$ cat src/rtl/br_resolve_if.sv
// br_resolve_if: prediction-queue bus between fetch/EX (master) and br_resolve (slave).
// Carries push side (pd_*), resolve side (ex_*), redirect and statistics.
//   pd_valid/pd_pc/pd_take/pd_target_ok/pd_target -> push_ready
//   ex_valid/ex_taken/ex_target                   -> resolve_ready
//   redirect/redirect_pc                          -> refetch request
//   stat_resolved/stat_mispred                    -> counters (BR_STAT_EN)
interface br_resolve_if;
   logic        pd_valid;
   logic [31:0] pd_pc;
   logic        pd_take;
   logic        pd_target_ok;
   logic [31:0] pd_target;
   logic        push_ready;
   logic        ex_valid;
   logic        ex_taken;
   logic [31:0] ex_target;
   logic        resolve_ready;
   logic        redirect;
   logic [31:0] redirect_pc;
   logic [31:0] stat_resolved;
   logic [31:0] stat_mispred;

   modport master (
      output pd_valid, pd_pc, pd_take, pd_target_ok, pd_target,
      output ex_valid, ex_taken, ex_target,
      input  push_ready, resolve_ready,
      input  redirect, redirect_pc,
      input  stat_resolved, stat_mispred
   );

   modport slave (
      input  pd_valid, pd_pc, pd_take, pd_target_ok, pd_target,
      input  ex_valid, ex_taken, ex_target,
      output push_ready, resolve_ready,
      output redirect, redirect_pc,
      output stat_resolved, stat_mispred
   );
endinterface

$ cat src/rtl/br_resolve.sv
// br_resolve: queues pre-decoded branch predictions from IF, checks them at EX
// resolve and issues a registered one-cycle redirect on mispredict.
// Ports: clk, resetn (async active-low), flush, bif (br_resolve_if.slave).
// Optional macro BR_STAT_EN builds the resolved/mispredict counters.
module br_resolve #(
   parameter int DEPTH = 4,
   parameter int PTR_W = 2
) (
   input logic        clk,
   input logic        resetn,
   input logic        flush,
   br_resolve_if.slave bif
);

   typedef struct packed {
      logic [31:0] pc;
      logic        take;
      logic        target_ok;
      logic [31:0] target;
   } entry_t;

   localparam logic [PTR_W:0] FULL_CNT = (PTR_W+1)'(DEPTH);

   entry_t           mem [DEPTH];
   logic [PTR_W-1:0] rd_ptr;
   logic [PTR_W-1:0] wr_ptr;
   logic [PTR_W:0]   count;
   logic             redirect_q;
   logic [31:0]      redirect_pc_q;

   logic             full;
   logic             empty;
   logic             push_ok;
   logic             pop_ok;
   entry_t           head;
   logic [31:0]      fall;
   logic [31:0]      pred_next;
   logic [31:0]      act_next;
   logic             mispred;
   logic             enq;

   assign full  = (count == FULL_CNT);
   assign empty = (count == '0);

   assign bif.push_ready    = !full;
   assign bif.resolve_ready = !empty;
   assign bif.redirect      = redirect_q;
   assign bif.redirect_pc   = redirect_pc_q;

   assign push_ok = bif.pd_valid && !full;
   assign pop_ok  = bif.ex_valid && !empty;

   assign head = mem[rd_ptr];

   // Next-fetch PC after branch and its delay slot.
   always_comb begin
      fall      = head.pc + 32'd8;
      pred_next = fall;
      act_next  = fall;
      if (head.take && head.target_ok)
         pred_next = head.target;
      if (bif.ex_taken)
         act_next = bif.ex_target;
   end

   // Register-target jumps never carry a usable target, so they always refetch.
   assign mispred = pop_ok &&
                    ((pred_next != act_next) ||
                     (head.take && !head.target_ok));

   // A mispredict squashes any same-cycle push as wrong-path.
   assign enq = push_ok && !flush && !mispred;

   always_ff @(posedge clk) begin
      if (enq) begin
         mem[wr_ptr].pc        <= bif.pd_pc;
         mem[wr_ptr].take      <= bif.pd_take;
         mem[wr_ptr].target_ok <= bif.pd_target_ok;
         mem[wr_ptr].target    <= bif.pd_target;
      end
   end

   always_ff @(posedge clk or negedge resetn) begin
      if (!resetn) begin
         rd_ptr        <= '0;
         wr_ptr        <= '0;
         count         <= '0;
         redirect_q    <= 1'b0;
         redirect_pc_q <= '0;
      end else if (flush) begin
         rd_ptr     <= '0;
         wr_ptr     <= '0;
         count      <= '0;
         redirect_q <= 1'b0;
      end else if (mispred) begin
         rd_ptr        <= '0;
         wr_ptr        <= '0;
         count         <= '0;
         redirect_q    <= 1'b1;
         redirect_pc_q <= act_next;
      end else begin
         redirect_q <= 1'b0;
         if (push_ok)
            wr_ptr <= wr_ptr + PTR_W'(1);
         if (pop_ok)
            rd_ptr <= rd_ptr + PTR_W'(1);
         unique case ({push_ok, pop_ok})
            2'b10:   count <= count + (PTR_W+1)'(1);
            2'b01:   count <= count - (PTR_W+1)'(1);
            default: count <= count;
         endcase
      end
   end

`ifdef BR_STAT_EN
   logic [31:0] stat_res_q;
   logic [31:0] stat_mis_q;

   always_ff @(posedge clk or negedge resetn) begin
      if (!resetn) begin
         stat_res_q <= '0;
         stat_mis_q <= '0;
      end else if (!flush) begin
         if (pop_ok)
            stat_res_q <= stat_res_q + 32'd1;
         if (mispred)
            stat_mis_q <= stat_mis_q + 32'd1;
      end
   end

   assign bif.stat_resolved = stat_res_q;
   assign bif.stat_mispred  = stat_mis_q;
`else
   assign bif.stat_resolved = '0;
   assign bif.stat_mispred  = '0;
`endif

endmodule
$ cat src/flat_wrapper.sv
// flat-port wrapper written by rule: the top's interface ports become plain ports
module br_resolve_flat 
#(
   parameter int DEPTH = 4,
   parameter int PTR_W = 2
)
  (clk, resetn, flush, bif_pd_valid, bif_pd_pc, bif_pd_take, bif_pd_target_ok, bif_pd_target, bif_ex_valid, bif_ex_taken, bif_ex_target, bif_push_ready, bif_resolve_ready, bif_redirect, bif_redirect_pc, bif_stat_resolved, bif_stat_mispred);
  br_resolve_if bif_i ();
  input logic clk;
  input logic resetn;
  input logic flush;
  input wire logic [$bits(bif_i.pd_valid)-1:0] bif_pd_valid;
  input wire logic [$bits(bif_i.pd_pc)-1:0] bif_pd_pc;
  input wire logic [$bits(bif_i.pd_take)-1:0] bif_pd_take;
  input wire logic [$bits(bif_i.pd_target_ok)-1:0] bif_pd_target_ok;
  input wire logic [$bits(bif_i.pd_target)-1:0] bif_pd_target;
  input wire logic [$bits(bif_i.ex_valid)-1:0] bif_ex_valid;
  input wire logic [$bits(bif_i.ex_taken)-1:0] bif_ex_taken;
  input wire logic [$bits(bif_i.ex_target)-1:0] bif_ex_target;
  output wire logic [$bits(bif_i.push_ready)-1:0] bif_push_ready;
  output wire logic [$bits(bif_i.resolve_ready)-1:0] bif_resolve_ready;
  output wire logic [$bits(bif_i.redirect)-1:0] bif_redirect;
  output wire logic [$bits(bif_i.redirect_pc)-1:0] bif_redirect_pc;
  output wire logic [$bits(bif_i.stat_resolved)-1:0] bif_stat_resolved;
  output wire logic [$bits(bif_i.stat_mispred)-1:0] bif_stat_mispred;
  assign bif_i.pd_valid = bif_pd_valid;
  assign bif_i.pd_pc = bif_pd_pc;
  assign bif_i.pd_take = bif_pd_take;
  assign bif_i.pd_target_ok = bif_pd_target_ok;
  assign bif_i.pd_target = bif_pd_target;
  assign bif_i.ex_valid = bif_ex_valid;
  assign bif_i.ex_taken = bif_ex_taken;
  assign bif_i.ex_target = bif_ex_target;
  assign bif_push_ready = bif_i.push_ready;
  assign bif_resolve_ready = bif_i.resolve_ready;
  assign bif_redirect = bif_i.redirect;
  assign bif_redirect_pc = bif_i.redirect_pc;
  assign bif_stat_resolved = bif_i.stat_resolved;
  assign bif_stat_mispred = bif_i.stat_mispred;
  br_resolve #(.DEPTH(DEPTH), .PTR_W(PTR_W)) u_core (.clk(clk), .resetn(resetn), .flush(flush), .bif(bif_i));
endmodule
$ cat config.mk
export PLATFORM = sky130hd
export DESIGN_NAME = br_resolve_flat
export DESIGN_NICKNAME = d
export VERILOG_FILES = /design/src/rtl/br_resolve_if.sv /design/src/rtl/br_resolve.sv /design/src/flat_wrapper.sv
export SDC_FILE = /design/constraint.sdc
export NUM_CORES = 1
export LEC_CHECK = 0
export ABC_AREA = 1
export CORE_ASPECT_RATIO = 0.8
export CORE_UTILIZATION = 55
export CTS_BUF_LIST = sky130_fd_sc_hd__clkbuf_16
export DETAILED_ROUTE_END_ITERATION = 10
export PLACE_DENSITY = 0.79
export SYNTH_ARGS = -nofsm -noshare
export SYNTH_HDL_FRONTEND = slang
export SYNTH_SLANG_ARGS = --single-unit
$ cat constraint.sdc
create_clock -name clk -period 8.7 [get_ports clk]
set_clock_uncertainty 0.1 [all_clocks]
set_input_delay 1.305 -clock clk [delete_from_list [all_inputs] [get_ports clk]]
set_output_delay 1.305 -clock clk [all_outputs]
set_load 0.01 [all_outputs]
**Word-level counts from Yosys, hierarchy flattened**

Memories as Yosys holds them, arrays and structs flattened.
Cells that the tools add are included.

- Flip-flop bits (word level): 40
- Bits in latches: 0
- RAM bits: 264
- ROM bits: 0
- Input port bits: 104
- Output and inout bits: 99
- Logic and storage cells: 49
- Memories kept: 1

Memory list:

| name | depth | bits a word | read ports | clocked after Yosys merged registers in | write ports | line | source |
|---|---|---|---|---|---|---|---|
| u_core.mem | 4 | 66 | 1 | 0 | 1 | br_resolve.sv:24 | `entry_t mem [DEPTH];` |

- Add/sub/neg operators: 5
- $mul: 0
- Divide/modulo/power cells: 0
- Magnitude comparators: 0
- Eq/ne operators: 4
- Shift operators: 0
- Multiplexer cells: 15
- Bitwise operators: 1
- Reduce and logical (&&, ||, !) cells: 18

Operators by type and width:

| operator | number |
|---|---|
| $mux W32 | 2 |
| $add A32 B4 Y32 const B | 1 |
| $ne A32 B32 Y1 | 1 |
| $mux W2 | 6 |
| $logic_and A1 B1 Y1 | 7 |
| $mux W3 | 2 |
| $pmux W3 S2 | 1 |
| $reduce_bool A3 Y1 | 2 |
| $logic_not A1 Y1 | 5 |
| $add A2 B1 Y2 const B | 2 |
| $mux W1 | 4 |
| $reduce_bool A4 Y1 | 1 |
| $add A3 B1 Y3 const B | 1 |
| $eq A3 B3 Y1 const B | 1 |
| $logic_not A3 Y1 | 1 |
| $sub A3 B1 Y3 const B | 1 |
| $eq A2 B1 Y1 const B | 1 |
| $eq A2 B2 Y1 const B | 1 |
| $reduce_and A2 Y1 | 1 |
| $logic_or A1 B1 Y1 | 1 |
| $not A1 Y1 | 1 |

**Longest topological paths before layout**

Gate-level depths: netlist (run 1).
An unclocked memory read counts as a cell.

- Depth after elaboration: 10
- Mapped depth: 29

**Least setup slack after synthesis (run 1)**

Ideal clock, no wire load.

- Path kind: input port to flip-flop
- Start point: input bif_ex_taken
- End point: memory u_core.mem[0][0] in the netlist's numbering, enable pin
- Data arrival time: 5986 ps
- Required time: 8110 ps
- Path slack: 2123 ps
- Cell stages on the path: 15
- Buffers on the path: 4
- Cells stage by stage: clkbuf_1 > clkinv_1 > clkbuf_1 > clkbuf_1 > clkbuf_1 > nand2_1 > o21ai_0 > nand2_1 > nand2_1 > nand3_1 > nor2_1 > nand3_2 > nand2_1 > nand2_1 > nor2_1

- Longest elaborated chain between the ends: 8

Ends and longest elaborated chain:

| item | line | source |
|---|---|---|
| start: declaration | flat_wrapper.sv:18 | `input wire logic [$bits(bif_i.ex_taken)-1:0] bif_ex_taken;` |
| $mux W32 | br_resolve.sv:62 | `if (bif.ex_taken)` |
| $ne A32 B32 Y1 | br_resolve.sv:68 | `((pred_next != act_next) \|\|` |
| $logic_or A1 B1 Y1 | br_resolve.sv:68 |  |
| $logic_and A1 B1 Y1 | br_resolve.sv:67 | `assign mispred = pop_ok &&` |
| $logic_not A1 Y1 | br_resolve.sv:72 | `assign enq = push_ok && !flush && !mispred;` |
| $logic_and A1 B1 Y1 | br_resolve.sv:72 |  |
| $mux W1 | br_resolve.sv:75 | `if (enq) begin` |
| $mux W1 (not written as such) | br_resolve.sv:79 | `mem[wr_ptr].target <= bif.pd_target;` |
| end: declaration | br_resolve.sv:24 |  |

Every way passes these cells.

**Worst setup path in the final report (run 1)**

- Start point: register u_core.rd_ptr[1]
- End point: memory u_core.mem[2][33] in the netlist's numbering, enable pin

- Longest elaborated chain between the ends: 10
- Elaborated cells between the ends (all ways): 14
- Those cells by class: add/sub (1); eq/ne (1); mux (4); reduce/logical (7); memory (1)

Ends and longest elaborated chain:

| item | line | source |
|---|---|---|
| start: declaration | br_resolve.sv:25 | `logic [PTR_W-1:0] rd_ptr;` |
| start signal: assignment | br_resolve.sv:106 | `rd_ptr <= rd_ptr + PTR_W'(1);` |
| $mem_v2 Z4 W66 * | -- |  |
| $add A32 B4 Y32 or $logic_and A1 B1 Y1 (tied branches) | br_resolve.sv:57, br_resolve.sv:60 |  |
| $mux W32, on equally long branches | br_resolve.sv:60, br_resolve.sv:62 |  |
| $ne A32 B32 Y1 | br_resolve.sv:68 |  |
| $logic_or A1 B1 Y1 * | br_resolve.sv:68 |  |
| $logic_and A1 B1 Y1 * | br_resolve.sv:67 |  |
| $logic_not A1 Y1 * | br_resolve.sv:72 |  |
| $logic_and A1 B1 Y1 * | br_resolve.sv:72 |  |
| $mux W1 * | br_resolve.sv:75 |  |
| $mux W1 (not written as such) * | br_resolve.sv:77 | `mem[wr_ptr].take <= bif.pd_take;` |

Every way passes the cells marked *; elsewhere a longest branch is shown, timed or not.

==> out/results.ini, run 1 <==
[status]
run_status=completed

[sta]
rsz0062_at_grt=false
period_share=0.7032
finalSetupTns_ps=0
period_minus_slack_ps=6118
worst_slew_pin_slew_ps=1041
slew_headroom=0.3046
hold_viol=0
drv_slew=0
setup_violations=0
fmax_mhz=163.5
fin_ws_ps=2583

[synth]
yosysWarnings=0
synth_flop_cell=edfxtp_1
synth-seq-cells=304
ys_types=40
synth.area.top_cells=edfxtp_1 (50%), nand2_1 (18%), dfrtp_1 (6.3%)
yosys.area.top_type=edfxtp_1
ys_seq_area_frac=0.5620
synthTopCellsByCount=nand2_1 (781), edfxtp_1 (264), nand3_1 (195)
synthCells=1798
syn_avg_cell_area_um2=8.836
async_flop_share=0.1316
synth_top_area_share=0.4990
synth_edf_count=264
yosysMostFrequentCell=nand2_1
netlist_area_um2=15890

[clocking]
cts_root_buf=clkbuf_16
cts_resized=0
cts_hold_buffers=0
clock_sinks=304
cts_tree=built
numCtsBuffers=30
ctsHtreeMaxLevel=1
worstSkewPairLatency_ps=580
postCtsSetupBuffers=0
clk_pin_slew_ps=60
cts.path.max_buffers=3

[floorplan]
die_w_um=192.0
io_pins=203
dieArea_um2=29570
start_util=0.5604
num_rows=55
core-area_um2=28350
fp.dieH_um=154.0

[setup_path]
cp-start-kind=flop
worstSetupEndpointType=flop
startpoint=u_core.rd_ptr[1]
criticalPathCategory=flop to flop
arrival_ps=6280
r2r_start=u_core.rd_ptr[1]
worst_ep_required_time_ps=8860
worst-path-max-fanout=70

[route]
vias=12736
wl_um=41430
ant_nets=0
avgRoutedWirePerCell_um=18.02
drc=0
first_iter_violations=1247
drtPass1Iterations=7
vias_per_cell=5.540

[layout]
final_layout_size_suffix_gt1_frac=0.08398
fin_cells=2299
n_antenna_cell=0
fin_nets=2019
syn_to_final_growth_pct=14.26

[min_path]
hp-class=flop to flop
worstHoldStart=u_core.bif.redirect_pc[12]

[place]
preCtsSetupSlack_ps=2599
gp_congestion=0.9909
hpwlAfterDp_um=28640
dp.cells=2247
port-buffer-count=138

[global_routing]
grt_max_degree=77
grtUsageTotal=0.2836
grt_pass1_wl_um=64030
grt_pass1_vias=11843
antenna_found_initial=0
grt_overflow=0

[job]
maxCapViolCount=0

[power_and_ir_drop]
p_leak_uw=0.007723
vdd_drop_max_uv=216.2
powerDensity_nw_per_um2=316.9

==> report_power, final <==
group | switching (uW) | internal [uW] | leakage [uW] | total (uW)
clock | 549 | 744 | 0.000502 | 1290
sequential | 107 | 1780 | 0.00290 | 1890
combinational | 1750 | 824 | 0.00432 | 2570
==> cells by family after synthesis <==
kind of cell,Yosys count,share of synthesized area
compound gates,106,0.04308
xor+xnor,5,0.002756
fa+ha+maj,6,0.005198
buf+inv,223,0.08096
flops,304,0.5620
other cells,1,0.0002360
simple gates,1153,0.3058
==> through the flow <==
stage	total power [uW]	utilization	hold slack (ps)	cell area, um2
floorplan	3715	-	414.5	16120
global placement	4387	0.6056	371.3	17170
detailed placement	4438	0.6056	378.6	17170
CTS	5738	0.6403	396.5	18150
global route	6145	0.6403	402.6	18150
finish	5753	0.6403	396.6	18150
==> final timing paths <==
check | cells past startpoint | slack [ps] | endpoint
setup / recovery | 24 | 2580 | u_core.mem[2][33]
hold / removal | 2 | 400 | u_core.bif.redirect_pc[12]
setup reg to reg | 24 | 2580 | u_core.mem[2][33]
hold reg to reg | 2 | 400 | u_core.bif.redirect_pc[12]
max in group asynchronous | 1 | 6990 | u_core.rd_ptr[0]
min in group asynchronous | 1 | 790 | u_core.bif.redirect
==> per-layer routing <==
metal / global-route usage / part of all wire
met1: 0.4015 / 0.43
met2: 0.4468 / 0.45
met3: 0.04748 / 0.090
met4: 0.08999 / 0.030
met5: 0 / 0
==> placed cells by master (no fill, tap or decap), types with 8 or more instances in the layout <==
cell type and n:
a21oi_1 33, a32o_1 10, a32oi_1 13, buf_4 16, clkbuf_16 30, clkdlybuf4s50_1 137
conb_1 64, dfrtp_1 38, edfxtp_1 264, inv_1 78, inv_2 10, nand2_1 781
nand2_2 18, nand3_1 195, nand4_1 8, nor2_1 82, nor2_2 8, nor2_4 10
o21ai_0 8, o21ai_1 26, o21ai_2 9, or2_2 39
==> critical path, cell delays in order (launching register included) <==
cell,delay (ps)
dfrtp_2,410
clkinv_2,50
buf_4,380
buf_4,690
nand3_1,250
nand2_2,180
nand2_2,400
inv_2,590
nand2_1,100
nand2_1,90
nand2_1,50
nand2_1,60
nand2_1,40
nor2_1,110
nand2_1,60
nor2_1,80
nand2_1,50
nor2_1,80
nand2_1,60
nor2_1,120
nand3_2,120
nand2_1,190
nand2_1,270
nor2_4,850
buf_12,320
==> registers in the layout (all words and copies together), names as in the netlist <==
signal	flops
u_core.bif.redirect_pc	32
u_core.mem	264
u_core.wr_ptr	2
u_core.bif.redirect	1
u_core.rd_ptr	2
u_core.count	3
==> layout make-up <==
| cell class | instances | area, um2 |
|---|---|---|
| multi-input cells | 1334 | 5939 |
| clock buffers | 30 | 750.7 |
| repair buffers | 155 | 1516 |
| clock inverters | 22 | 231.5 |
| well taps | 370 | 462.9 |
| inverters | 84 | 319.1 |
| fillers | 2273 | 10200 |
| flip-flops and latches | 304 | 8934 |
Power figures use the tool's default switching activity.
==> run 2, diff against run 1 <==
- clock period: 8.7 -> 5.7 ns (I/O delays scaled with it)
==> run 2 against run 1 <==
  * Fmax grew 16%
  * Global-route usage grew 1.8 points
  * Power grew 53%
  * Flip-flop and latch count is the same
  * First-iteration DRC count shrank 8.0%
  * Worst setup slack lost 2200 ps
  * Register-to-register slack lost 2200 ps
  * Count of clock-buffer cells in the layout shrank 1
  * Core utilization grew 0.31 points
  * Design area grew 0.49%
  * Largest cell class unchanged
  * Highest routed layer unchanged
==> out/results.ini, run 2 (synthesis gave the netlist of run 1 again) <==
[clocking]
cts_tree=built  ; unchanged
numCtsBuffers=29  ; was 30
cts_hold_buffers=0  ; unchanged
clock_sinks=304  ; unchanged
worstSkewPairLatency_ps=580  ; about the same
clk_pin_slew_ps=70  ; was 60 ps
cts.path.max_buffers=3  ; unchanged
cts_root_buf=clkbuf_16  ; unchanged
ctsHtreeMaxLevel=1  ; unchanged

[global_routing]
antenna_found_initial=0  ; unchanged
grt_overflow=0  ; unchanged
grtUsageTotal=0.3011  ; was 0.2836
grt_max_degree=62  ; was 77
grt_pass1_vias=11656  ; was 11.84k
grt_pass1_wl_um=66630  ; was 64030 um

[setup_path]
criticalPathCategory=flop to flop  ; unchanged
regToRegSetupSlack_ps=430  ; was 2580 ps
reg2reg_depth=25  ; was 24
worst-path-max-fanout=40  ; was 70
timing.rr.end=u_core.mem[3][12]  ; was u_core.mem[2][33]
arrival_ps=5370  ; was 6280 ps
worst_ep_required_time_ps=5810  ; was 8860 ps
worstSetupEndpointType=flop  ; unchanged
slowest_delay_ps=600  ; was 850 ps
r2r_start=u_core.rd_ptr[0]  ; was u_core.rd_ptr[1]
cp-start-kind=flop  ; unchanged
slowest_stage=dfrtp_4  ; was nor2_4
crit_top_cell=nand2_1  ; unchanged

[route]
drc=0  ; unchanged
ant_nets=0  ; unchanged
avgRoutedWirePerCell_um=19.09  ; was 18.02 um
first_iter_violations=1147  ; was 1247
drtPass1Iterations=5  ; was 7
vias_per_cell=5.523  ; was 5.540
wl_um=44340  ; was 41430 um
vias=12831  ; was 12.74k

[floorplan]
dieArea_um2=29570  ; unchanged
io_pins=203  ; unchanged
fp.dieH_um=154.0  ; unchanged
die_w_um=192.0  ; unchanged
num_rows=55  ; unchanged
start_util=0.5604  ; unchanged
core-area_um2=28350  ; unchanged

[place]
preCtsSetupSlack_ps=474.1  ; was 2599 ps
gp_congestion=1.015  ; was 0.9909
hpwlAfterDp_um=31920  ; was 28640 um
dpl_cell_area_um2=17310  ; was 17170 um2
port-buffer-count=138  ; unchanged

[job]
maxCapViolCount=0  ; unchanged

[layout]
final_cell_mix=nand2_1 (781), edfxtp_1 (264), nand3_1 (195)  ; unchanged
regMostFlops=u_core.mem  ; unchanged
final_layout_size_suffix_gt1_frac=0.09124  ; was 0.08398
largest_reg_flops=264  ; unchanged
fin_nets=2039  ; was 2019
layout_commonest_cell=nand2_1  ; unchanged
final_area_um2=18240  ; was 18150 um2
syn_to_final_growth_pct=14.82  ; was 14.26%

[status]
run_status=completed  ; unchanged

[sta]
drv_slew=0  ; unchanged
hold_viol=0  ; unchanged
fmax_mhz=189.8  ; was 163.5 MHz
rsz0062_at_grt=false  ; unchanged
finalSetupTns_ps=0  ; unchanged
setup_violations=0  ; unchanged
worst_slew_pin_slew_ps=713.6  ; was 1041 ps
period_minus_slack_ps=5269  ; was 6118 ps
slew_headroom=0.5242  ; was 0.3046
timing.hold.ws_ps=274.7  ; was 396.6 ps
fin_ws_ps=431.4  ; was 2583 ps
period_share=0.9243  ; was 0.7032

[power_and_ir_drop]
vdd_drop_max_uv=309.5  ; was 216.2 uV
powerDensity_nw_per_um2=483.3  ; was 316.9 nW/um2
p_leak_uw=0.007798  ; was 0.007723 uW

[min_path]
hp-class=primary input to async pin  ; was flop to flop

[run 2: changes by cell type in the layout (fill, tap and decap cells not counted), moves of 2 or more]
cell,change
buf_4,+18
buf_12,+3
bufinv_16,-3
clkinv_1,+3
inv_1,+3
diode_2,+2
[run 2: what timing repair did]
action | in CTS | in global routing
setup endpoints to repair | 0 | 99
setup buffers | 0 | 7
gates resized for setup | 0 | 1
[run 2: worst max path at each step]
stage                          start                 to  slack (ps)  cells after the start
global placement    u_core.rd_ptr[1]  u_core.mem[2][65]         500                     24
CTS                 u_core.rd_ptr[1]  u_core.mem[2][12]         450                     24
finish              u_core.rd_ptr[0]  u_core.mem[3][12]         430                     25
global route        u_core.rd_ptr[0]  u_core.mem[3][12]          20                     25
floorplan               bif_ex_taken   u_core.mem[0][0]        -430                     15
detailed placement  u_core.rd_ptr[1]  u_core.mem[2][43]         470                     24
[run 2: worst max-delay path, delay by kind of cell (launching register included)]
kind	cells	cell delay, ps
simple gates	19	2650
buf+inv	5	1260
fa+ha+maj	1	220
flops	1	600
[run 2: metal layers]
| layer | track usage | share of wire | vias to the layer above |
|---|---|---|---|
| met5 | 0 | 0 | - |
| li1 | - | - | 6087 |
| met2 | 0.4535 | 0.44 | 617 |
| met3 | 0.05524 | 0.099 | 82 |
| met1 | 0.4477 | 0.43 | 6045 |
| met4 | 0.08174 | 0.028 | 0 |
[run 2: cell type report]
cell class | instances | area (um2)
fillers | 2298 | 10110
flip-flops and latches | 304 | 8934
multi-input cells | 1334 | 5939
repair buffers | 176 | 1712
clock buffers | 29 | 725.7
well taps | 370 | 462.9
inverters | 84 | 319.1
clock inverters | 24 | 145.1
diodes | 2 | 5.005
[run 2: per-stage QoR]
stage,power [uW],instances,util
final,8817,2323,0.6434
after global routing,9349,2321,0.6432
after CTS,8760,2314,0.6414
after detailed placement,6967,2261,0.6107
after global placement,6886,2261,0.6107
after floorplan,5670,1861,-
[run 2: report_power, final]
part	switching, uW	internal [uW]
clock network	819	969
logic	2840	1320
registers	155	2720
total	3820	5000
